### src/rtl/map_mem_arb_pkg.sv
// Shared definitions for the ROM1 port arbiter: FSM state encoding and timer width helper.
package map_mem_arb_pkg;

    localparam int BW_ARB_ST = 2;

    typedef enum logic [BW_ARB_ST-1:0] {
        ARB_IDLE = 2'd0,
        ARB_CPU  = 2'd1,
        ARB_HOLD = 2'd2,
        ARB_MCU  = 2'd3
    } arb_st_e;

    function automatic int cycCntW(input int memCyc);
        return $clog2(memCyc) + 1;
    endfunction

endpackage

### src/rtl/map_mem_arb_tmr.sv
// Fixed-length memory access timer shared by the CPU and MCU access states.
// A start pulse opens a window of MEM_CYC cycles; last_o marks its final cycle.
module map_arb_tmr
    import map_mem_arb_pkg::*;
#(
    parameter int MEM_CYC = 4
) (
    input  logic clk,
    input  logic sys_rst_n,
    input  logic start_i,
    output logic busy_o,
    output logic last_o
);

    localparam int CW = cycCntW(MEM_CYC);

    logic [CW-1:0] cnt_q, cnt_d;
    logic          busy_q, busy_d;

    assign busy_o = busy_q;
    assign last_o = busy_q && (cnt_q == CW'(MEM_CYC - 1));

    always_comb begin
        cnt_d  = cnt_q;
        busy_d = busy_q;
        if (start_i) begin
            busy_d = 1'b1;
            cnt_d  = '0;
        end else if (busy_q) begin
            if (last_o) begin
                busy_d = 1'b0;
                cnt_d  = '0;
            end else begin
                cnt_d = cnt_q + CW'(1);
            end
        end
    end

    always_ff @(negedge clk or negedge sys_rst_n) begin
        if (!sys_rst_n) begin
            cnt_q  <= '0;
            busy_q <= 1'b0;
        end else begin
            cnt_q  <= cnt_d;
            busy_q <= busy_d;
        end
    end

endmodule

### src/rtl/map_mem_arb.sv
// Arbiter for the single ROM1 port between the 68k cartridge bus and the MCU transfer port.
// Optional stall statistics counter enabled by defining MAP_ARB_STAT_EN.
module map_mem_arb
    import map_mem_arb_pkg::*;
#(
    parameter int MEM_CYC = 4,
    parameter int AW      = 23
) (
    input  logic          clk,
    input  logic          sys_rst_n,
    input  logic          cpu_req,
    input  logic          cpu_we_lo,
    input  logic          cpu_we_hi,
    input  logic [AW-1:0] cpu_addr,
    input  logic [15:0]   cpu_di,
    output logic [15:0]   cpu_do,
    output logic          cpu_dtack,
    input  logic          mcu_req,
    input  logic          mcu_we,
    input  logic [1:0]    mcu_be,
    input  logic [AW-1:0] mcu_addr,
    input  logic [15:0]   mcu_di,
    output logic [15:0]   mcu_do,
    output logic          mcu_ack,
`ifdef MAP_ARB_STAT_EN
    input  logic          stat_clr,
    output logic [15:0]   stat_stall,
`endif
    output logic [AW-1:0] mem_addr,
    output logic [15:0]   mem_di,
    input  logic [15:0]   mem_do,
    output logic          mem_oe,
    output logic          mem_we_lo,
    output logic          mem_we_hi
);

    arb_st_e       state_q, state_d;
    logic          lastCpu_q, lastCpu_d;
    logic [AW-1:0] addr_q, addr_d;
    logic [15:0]   data_q, data_d;
    logic          weLo_q, weLo_d;
    logic          weHi_q, weHi_d;
    logic          rd_q, rd_d;
    logic [15:0]   cpuDo_q, cpuDo_d;
    logic [15:0]   mcuDo_q, mcuDo_d;
    logic          cpuDtack_q, cpuDtack_d;
    logic          mcuAck_q, mcuAck_d;
    logic          tmrStart, tmrBusy, tmrLast;
    logic          accActive;

    map_arb_tmr #(.MEM_CYC(MEM_CYC)) u_tmr (
        .clk      (clk),
        .sys_rst_n(sys_rst_n),
        .start_i  (tmrStart),
        .busy_o   (tmrBusy),
        .last_o   (tmrLast)
    );

    // Strobes are decoded from state so an async reset drops them immediately.
    assign accActive = ((state_q == ARB_CPU) || (state_q == ARB_MCU)) && tmrBusy;
    assign mem_oe    = accActive && rd_q;
    assign mem_we_lo = accActive && weLo_q;
    assign mem_we_hi = accActive && weHi_q;
    assign mem_addr  = addr_q;
    assign mem_di    = data_q;
    assign cpu_do    = cpuDo_q;
    assign mcu_do    = mcuDo_q;
    assign cpu_dtack = cpuDtack_q;
    assign mcu_ack   = mcuAck_q;

    always_comb begin
        state_d    = state_q;
        lastCpu_d  = lastCpu_q;
        addr_d     = addr_q;
        data_d     = data_q;
        weLo_d     = weLo_q;
        weHi_d     = weHi_q;
        rd_d       = rd_q;
        cpuDo_d    = cpuDo_q;
        mcuDo_d    = mcuDo_q;
        cpuDtack_d = cpuDtack_q;
        mcuAck_d   = 1'b0;
        tmrStart   = 1'b0;
        case (state_q)
            ARB_IDLE: begin
                // On contention the requester not served last wins.
                if (cpu_req && !(mcu_req && lastCpu_q)) begin
                    state_d   = ARB_CPU;
                    lastCpu_d = 1'b1;
                    addr_d    = cpu_addr;
                    data_d    = cpu_di;
                    weLo_d    = cpu_we_lo;
                    weHi_d    = cpu_we_hi;
                    rd_d      = !(cpu_we_lo || cpu_we_hi);
                    tmrStart  = 1'b1;
                end else if (mcu_req) begin
                    state_d   = ARB_MCU;
                    lastCpu_d = 1'b0;
                    addr_d    = mcu_addr;
                    data_d    = mcu_di;
                    weLo_d    = mcu_we && mcu_be[0];
                    weHi_d    = mcu_we && mcu_be[1];
                    rd_d      = !mcu_we;
                    tmrStart  = 1'b1;
                end
            end
            ARB_CPU: begin
                if (tmrLast) begin
                    if (rd_q) cpuDo_d = mem_do;
                    cpuDtack_d = 1'b1;
                    state_d    = ARB_HOLD;
                end
            end
            ARB_HOLD: begin
                // Waiting here keeps one bus cycle from triggering a second access.
                if (!cpu_req) begin
                    cpuDtack_d = 1'b0;
                    state_d    = ARB_IDLE;
                end
            end
            ARB_MCU: begin
                if (tmrLast) begin
                    if (rd_q) mcuDo_d = mem_do;
                    mcuAck_d = 1'b1;
                    state_d  = ARB_IDLE;
                end
            end
            default: state_d = ARB_IDLE;
        endcase
    end

    always_ff @(negedge clk or negedge sys_rst_n) begin
        if (!sys_rst_n) begin
            state_q    <= ARB_IDLE;
            lastCpu_q  <= 1'b0;
            addr_q     <= '0;
            data_q     <= '0;
            weLo_q     <= 1'b0;
            weHi_q     <= 1'b0;
            rd_q       <= 1'b0;
            cpuDo_q    <= '0;
            mcuDo_q    <= '0;
            cpuDtack_q <= 1'b0;
            mcuAck_q   <= 1'b0;
        end else begin
            state_q    <= state_d;
            lastCpu_q  <= lastCpu_d;
            addr_q     <= addr_d;
            data_q     <= data_d;
            weLo_q     <= weLo_d;
            weHi_q     <= weHi_d;
            rd_q       <= rd_d;
            cpuDo_q    <= cpuDo_d;
            mcuDo_q    <= mcuDo_d;
            cpuDtack_q <= cpuDtack_d;
            mcuAck_q   <= mcuAck_d;
        end
    end

`ifdef MAP_ARB_STAT_EN
    logic [15:0] stall_q, stall_d;

    // Counts clocks where the CPU wants the bus but no CPU access is in flight.
    always_comb begin
        stall_d = stall_q;
        if (stat_clr) begin
            stall_d = '0;
        end else if (cpu_req && ((state_q == ARB_IDLE) || (state_q == ARB_MCU))
                     && (stall_q != 16'hFFFF)) begin
            stall_d = stall_q + 16'd1;
        end
    end

    always_ff @(negedge clk or negedge sys_rst_n) begin
        if (!sys_rst_n) stall_q <= '0;
        else            stall_q <= stall_d;
    end

    assign stat_stall = stall_q;
`endif

endmodule

### config.mk
export PLATFORM = sky130hd
export DESIGN_NAME = map_mem_arb
export DESIGN_NICKNAME = d
export VERILOG_FILES = /design/src/rtl/map_mem_arb_pkg.sv /design/src/rtl/map_mem_arb_tmr.sv /design/src/rtl/map_mem_arb.sv
export SDC_FILE = /design/constraint.sdc
export NUM_CORES = 1
export LEC_CHECK = 0
export CORE_UTILIZATION = 36
export DETAILED_ROUTE_END_ITERATION = 16
export GPL_TIMING_DRIVEN = 0
export MAX_ROUTING_LAYER = met4
export PLACE_DENSITY = 0.76
export SKIP_LAST_GASP = 1
export SYNTH_ARGS = -nofsm -noshare
export SYNTH_HDL_FRONTEND = slang
export SYNTH_SLANG_ARGS = --single-unit
### constraint.sdc
create_clock -name clk -period 2 [get_ports clk]
set_clock_uncertainty 0.2 [all_clocks]
set_input_delay 0.4 -clock clk [delete_from_list [all_inputs] [get_ports clk]]
set_output_delay 0.4 -clock clk [all_outputs]
set_load 0.005 [all_outputs]
After elaboration in Yosys (flattened, before gate mapping)
Index checks and enable logic that the tools add are counted.

Flip-flop bits (word level): 83. Input bits: 103. Output and inout port bits: 76. Logic and storage cells: 77.

$add $sub $neg: 1. Equality and inequality tests: 8. Muxes and demuxes: 32. Reduce and logical (&&, ||, !) cells: 23.

Operator list (count): two-way mux 23 bit (2); two-way mux 16 bit (2); two-way mux 1 bit (18); two-way mux 2 bit (5); logical AND 1 bit (9); two-way mux 3 bit (3); AND reduction 3 bit (3); one-hot mux 2 bit (4 select lines) (1); inequality test 2 bit, second input constant (3); nonzero test 2 bit (3); == test 2 bit, second input constant (2); AND reduction 4 bit (1); adder 3 x 1 -> 3 bit, second input constant (1); == test 3 x 2 -> 1 bit, second input constant (1); zero test 1 bit (3); inequality test 3 bit, second input constant (1); == test 2 x 1 -> 1 bit, second input constant (1); zero test 2 bit (1); logical OR 1 bit (2); one-hot mux 1 bit (2 select lines) (1); AND reduction 2 bit (1).

Longest topological paths before layout
Depth after elaboration: 6. Mapped depth: 7. Depth with buffers taken out: 5.

Modules after synthesis
Synthesis repeated with hierarchy kept, for this count alone.

Cells, all modules: 251. Area total of the unflattened synthesis: 4005.1 um2.

By module, submodules not included: map_mem_arb (instances 1, cells an instance 235, area each 3821.2 um2, seq. area each 1976.9 um2); map_arb_tmr (instances 1, cells an instance 16, area each 183.9 um2, seq. area each 100.1 um2).

==> results.cfg <==
[setup_path]
setup.worst_path.start_class = register
r2r_cells = 7
crit_fanout = 4
setup.worst_path.class = reg2out
reg2reg_from = u_tmr.busy_o$_DFF_NN0_
reg2reg_to = cpu_do[6]$_DFFE_NN0P_
crit_required_ps = 1400
reg2reg_slack_ps = 10
cp_data_arrival_time_ps = 2100
endpoint_kind = output port

[die]
die_h_um = 102
core_um2 = 9730
initial_core_util_pct = 37.1
die_w_um = 102
io_pins = 179
rows = 36
fp.dieArea_um2 = 10400

[clocking]
htree_levels = 3
clk_latency_ps = 340
cts_tree = yes
root_buffer = clkbuf_8
cts_hold_buf = 0
cts_buffers = 9
clkTransAtPathRegs_ps = 60
clockBufferDepth = 2
clock_sinks = 83

[pwr]
power.share.clock_pct = 17.7
finalPower_uw = 7360
switching_share_pct = 31.6
ir_drop_mv = 0.411
p_leak_uw = 0.00329
pwr-share-seq_pct = 36.3
p_sw_uw = 2320
internal_power_uw = 5040
power_density_nw_per_um2 = 1130
p_comb_share_pct = 46.0

[global_route]
first_global_vias = 3362
grt_use_total_pct = 22.0
grt_antenna_before_repair = 1
grt_start_max_net_pins = 64
grt_pass1_wl_mm = 16.8
globalRoute.totalOverflow = 0

[yosys]
synth_seq_area_share_pct = 57.6
syn-instance-count = 303
syn_area_per_cell_um2 = 11.9
synth_seq_cells = 83
ys_warn_count = 0
synth_largest_area_cell = dfrtn_1
synth_area_um2 = 3610
yosys-top-cells-area = dfrtn_1 (58%), mux2i_1 (11%), mux2_2 (11%)
synth_top_area_share_pct = 57.6
syn-num-nets = 407
synth_cell_types = 25

[status]
status = finished with violations
violations = negative setup slack

[cells_and_area]
final_cell_mix = dfrtn_1 (83), clkdlybuf4s50_1 (82), buf_2 (75), buf_4 (61), nand2_1 (50)
fin_cells = 704
final_layout_size_suffix_gt1_share_pct = 44.0
final_common_cell = dfrtn_1
nets = 669
syn2layout_area_growth_pct = 80.3
fin_util_pct = 66.8

[routing]
ant_nets = 0
vias = 3288
wl_per_cell_um = 15.7
via_per_inst = 4.67
routed_wl_mm = 11.1
drt_iter0_drc = 91
drc = 0
drt_first_pass_iters = 4

[timing]
hold_violations = 0
fin_ws_ps = -698
rsz0062_at_grt = true
report.final.slew_viol_count = 0
worst_slew_pin_slew_ps = 325
relSlewSlack_pct = 78.3
setup_viol = 122

[flow_run]
cap_violations = 0

[hold_path]
min_from = mem_di[4]$_DFFE_NN0P_
whs_path_depth = 2
hold-path-endpoint = mem_di[4]$_DFFE_NN0P_
hp-class = reg2reg

[place]
port-buffer-count = 178
hpwlAfterDp_mm = 7.15
dp_cells = 615
gp_congestion = 0.727
==> registers in the layout (all words and copies together) (netlist names) <==
signal / flops
mcu_do: 16
cpu_dtack: 1
state_q: 2
mem_addr: 23
mem_di: 16
rd_q: 1
weLo_q: 1
u_tmr.busy_o: 1
mcu_ack: 1
cpu_do: 16
weHi_q: 1
u_tmr.cnt_q: 3
lastCpu_q: 1
==> how the worst max path moves through the flow <==
stage	from	to	slack [ps]	depth (start not counted)
6_report	state_q[0]$_DFFE_NN0P_	mem_we_lo	-700	3
5_1_grt	u_tmr.busy_o$_DFF_NN0_	mem_oe	-740	3
4_1_cts	u_tmr.busy_o$_DFF_NN0_	mem_we_hi	-700	3
3_5_place_dp	mcu_req	u_tmr.busy_o$_DFF_NN0_	-1370	5
3_3_place_gp	sys_rst_n	mem_addr[8]$_DFFE_NN0P_	-3390	1
2_1_floorplan	cpu_req	mem_addr[0]$_DFFE_NN0P_	-470	5
==> synthesized netlist by cell type <==
cell type	count
mux2_2	34
xor2_1	1
nand2_1	52
nand2b_1	3
o21a_1	1
nand3_1	1
buf_6	4
a21oi_1	6
buf_2	6
clkbuf_1	5
a21o_1	1
a21boi_0	1
o21ai_0	43
and3_1	4
mux2i_1	39
nor3b_4	1
nand3b_1	1
buf_4	4
ha_1	1
o21ai_1	1
dfrtn_1	83
nand4b_4	1
or2b_1	1
nor2_1	8
nor2_2	1
==> worst max-delay path, stage by stage, from the launching register on <==
cell and delay [ps]:
dfrtn_1 400, buf_6 100, and3_4 170, buf_6 90
==> cell type report <==
| cell class | instances | area (µm²) |
|---|---|---|
| fill | 789 | 3230 |
| timing repair buffer | 252 | 2110 |
| sequential | 83 | 2080 |
| multi-input combinational | 201 | 1700 |
| buffer | 18 | 226 |
| tap | 133 | 166 |
| clock buffer | 9 | 124 |
| clock inverter | 7 | 92.6 |
| antenna | 1 | 2.50 |
==> power by group through the flow <==
stage                     clock network [µW]  logic [µW]  registers, µW
after floorplan                            0        1240           2720
after global placement                     0        2830           2680
after detailed placement                   0        2910           2710
after CTS                               1340        3140           2650
after global routing                    1410        3700           2740
final                                   1310        3390           2670
==> timing repair <==
action                     CTS  global route
cloned                       8             0
pin swaps                    9            15
gates resized for setup    405            33
setup endpoints to repair  158           123
setup buffers               46            24
==> through the flow <==
stage	TNS [ps]	setup slack (ps)	instance area, µm²	hold slack, ps
global placement	-392550	-3390	5720	221
CTS	-51020	-702	6310	230
floorplan	-21500	-466	3770	203
global route	-53230	-737	6500	249
finish	-47170	-698	6500	221
detailed placement	-115150	-1370	5750	230
==> kinds of logic (layout without fill, tap and decap cells) <==
group / Yosys count / in the layout / share of synthesized area (%)
xor+xnor: 1 / 1 / 0.243
flops: 83 / 83 / 57.6
buf+inv: 19 / 286 / 3.44
simple gates: 73 / 73 / 9.37
mux: 73 / 73 / 21.4
compound gates: 53 / 53 / 7.56
fa+ha+maj: 1 / 1 / 0.347
other cells: 0 / 1 / 0
==> routing by layer <==
layer  routed length, µm  up-vias  GRT usage (%)  part of all wire [%]
met1                4440     1567           24.8                    40
met5                   0        -              -                     0
li1                    -     1567              -                     -
met4                 165        0           8.57                   1.5
met3                 732       16           4.99                   6.6
met2                5750      138           38.0                    52
No activity file was read; power rests on OpenSTA's default activity.
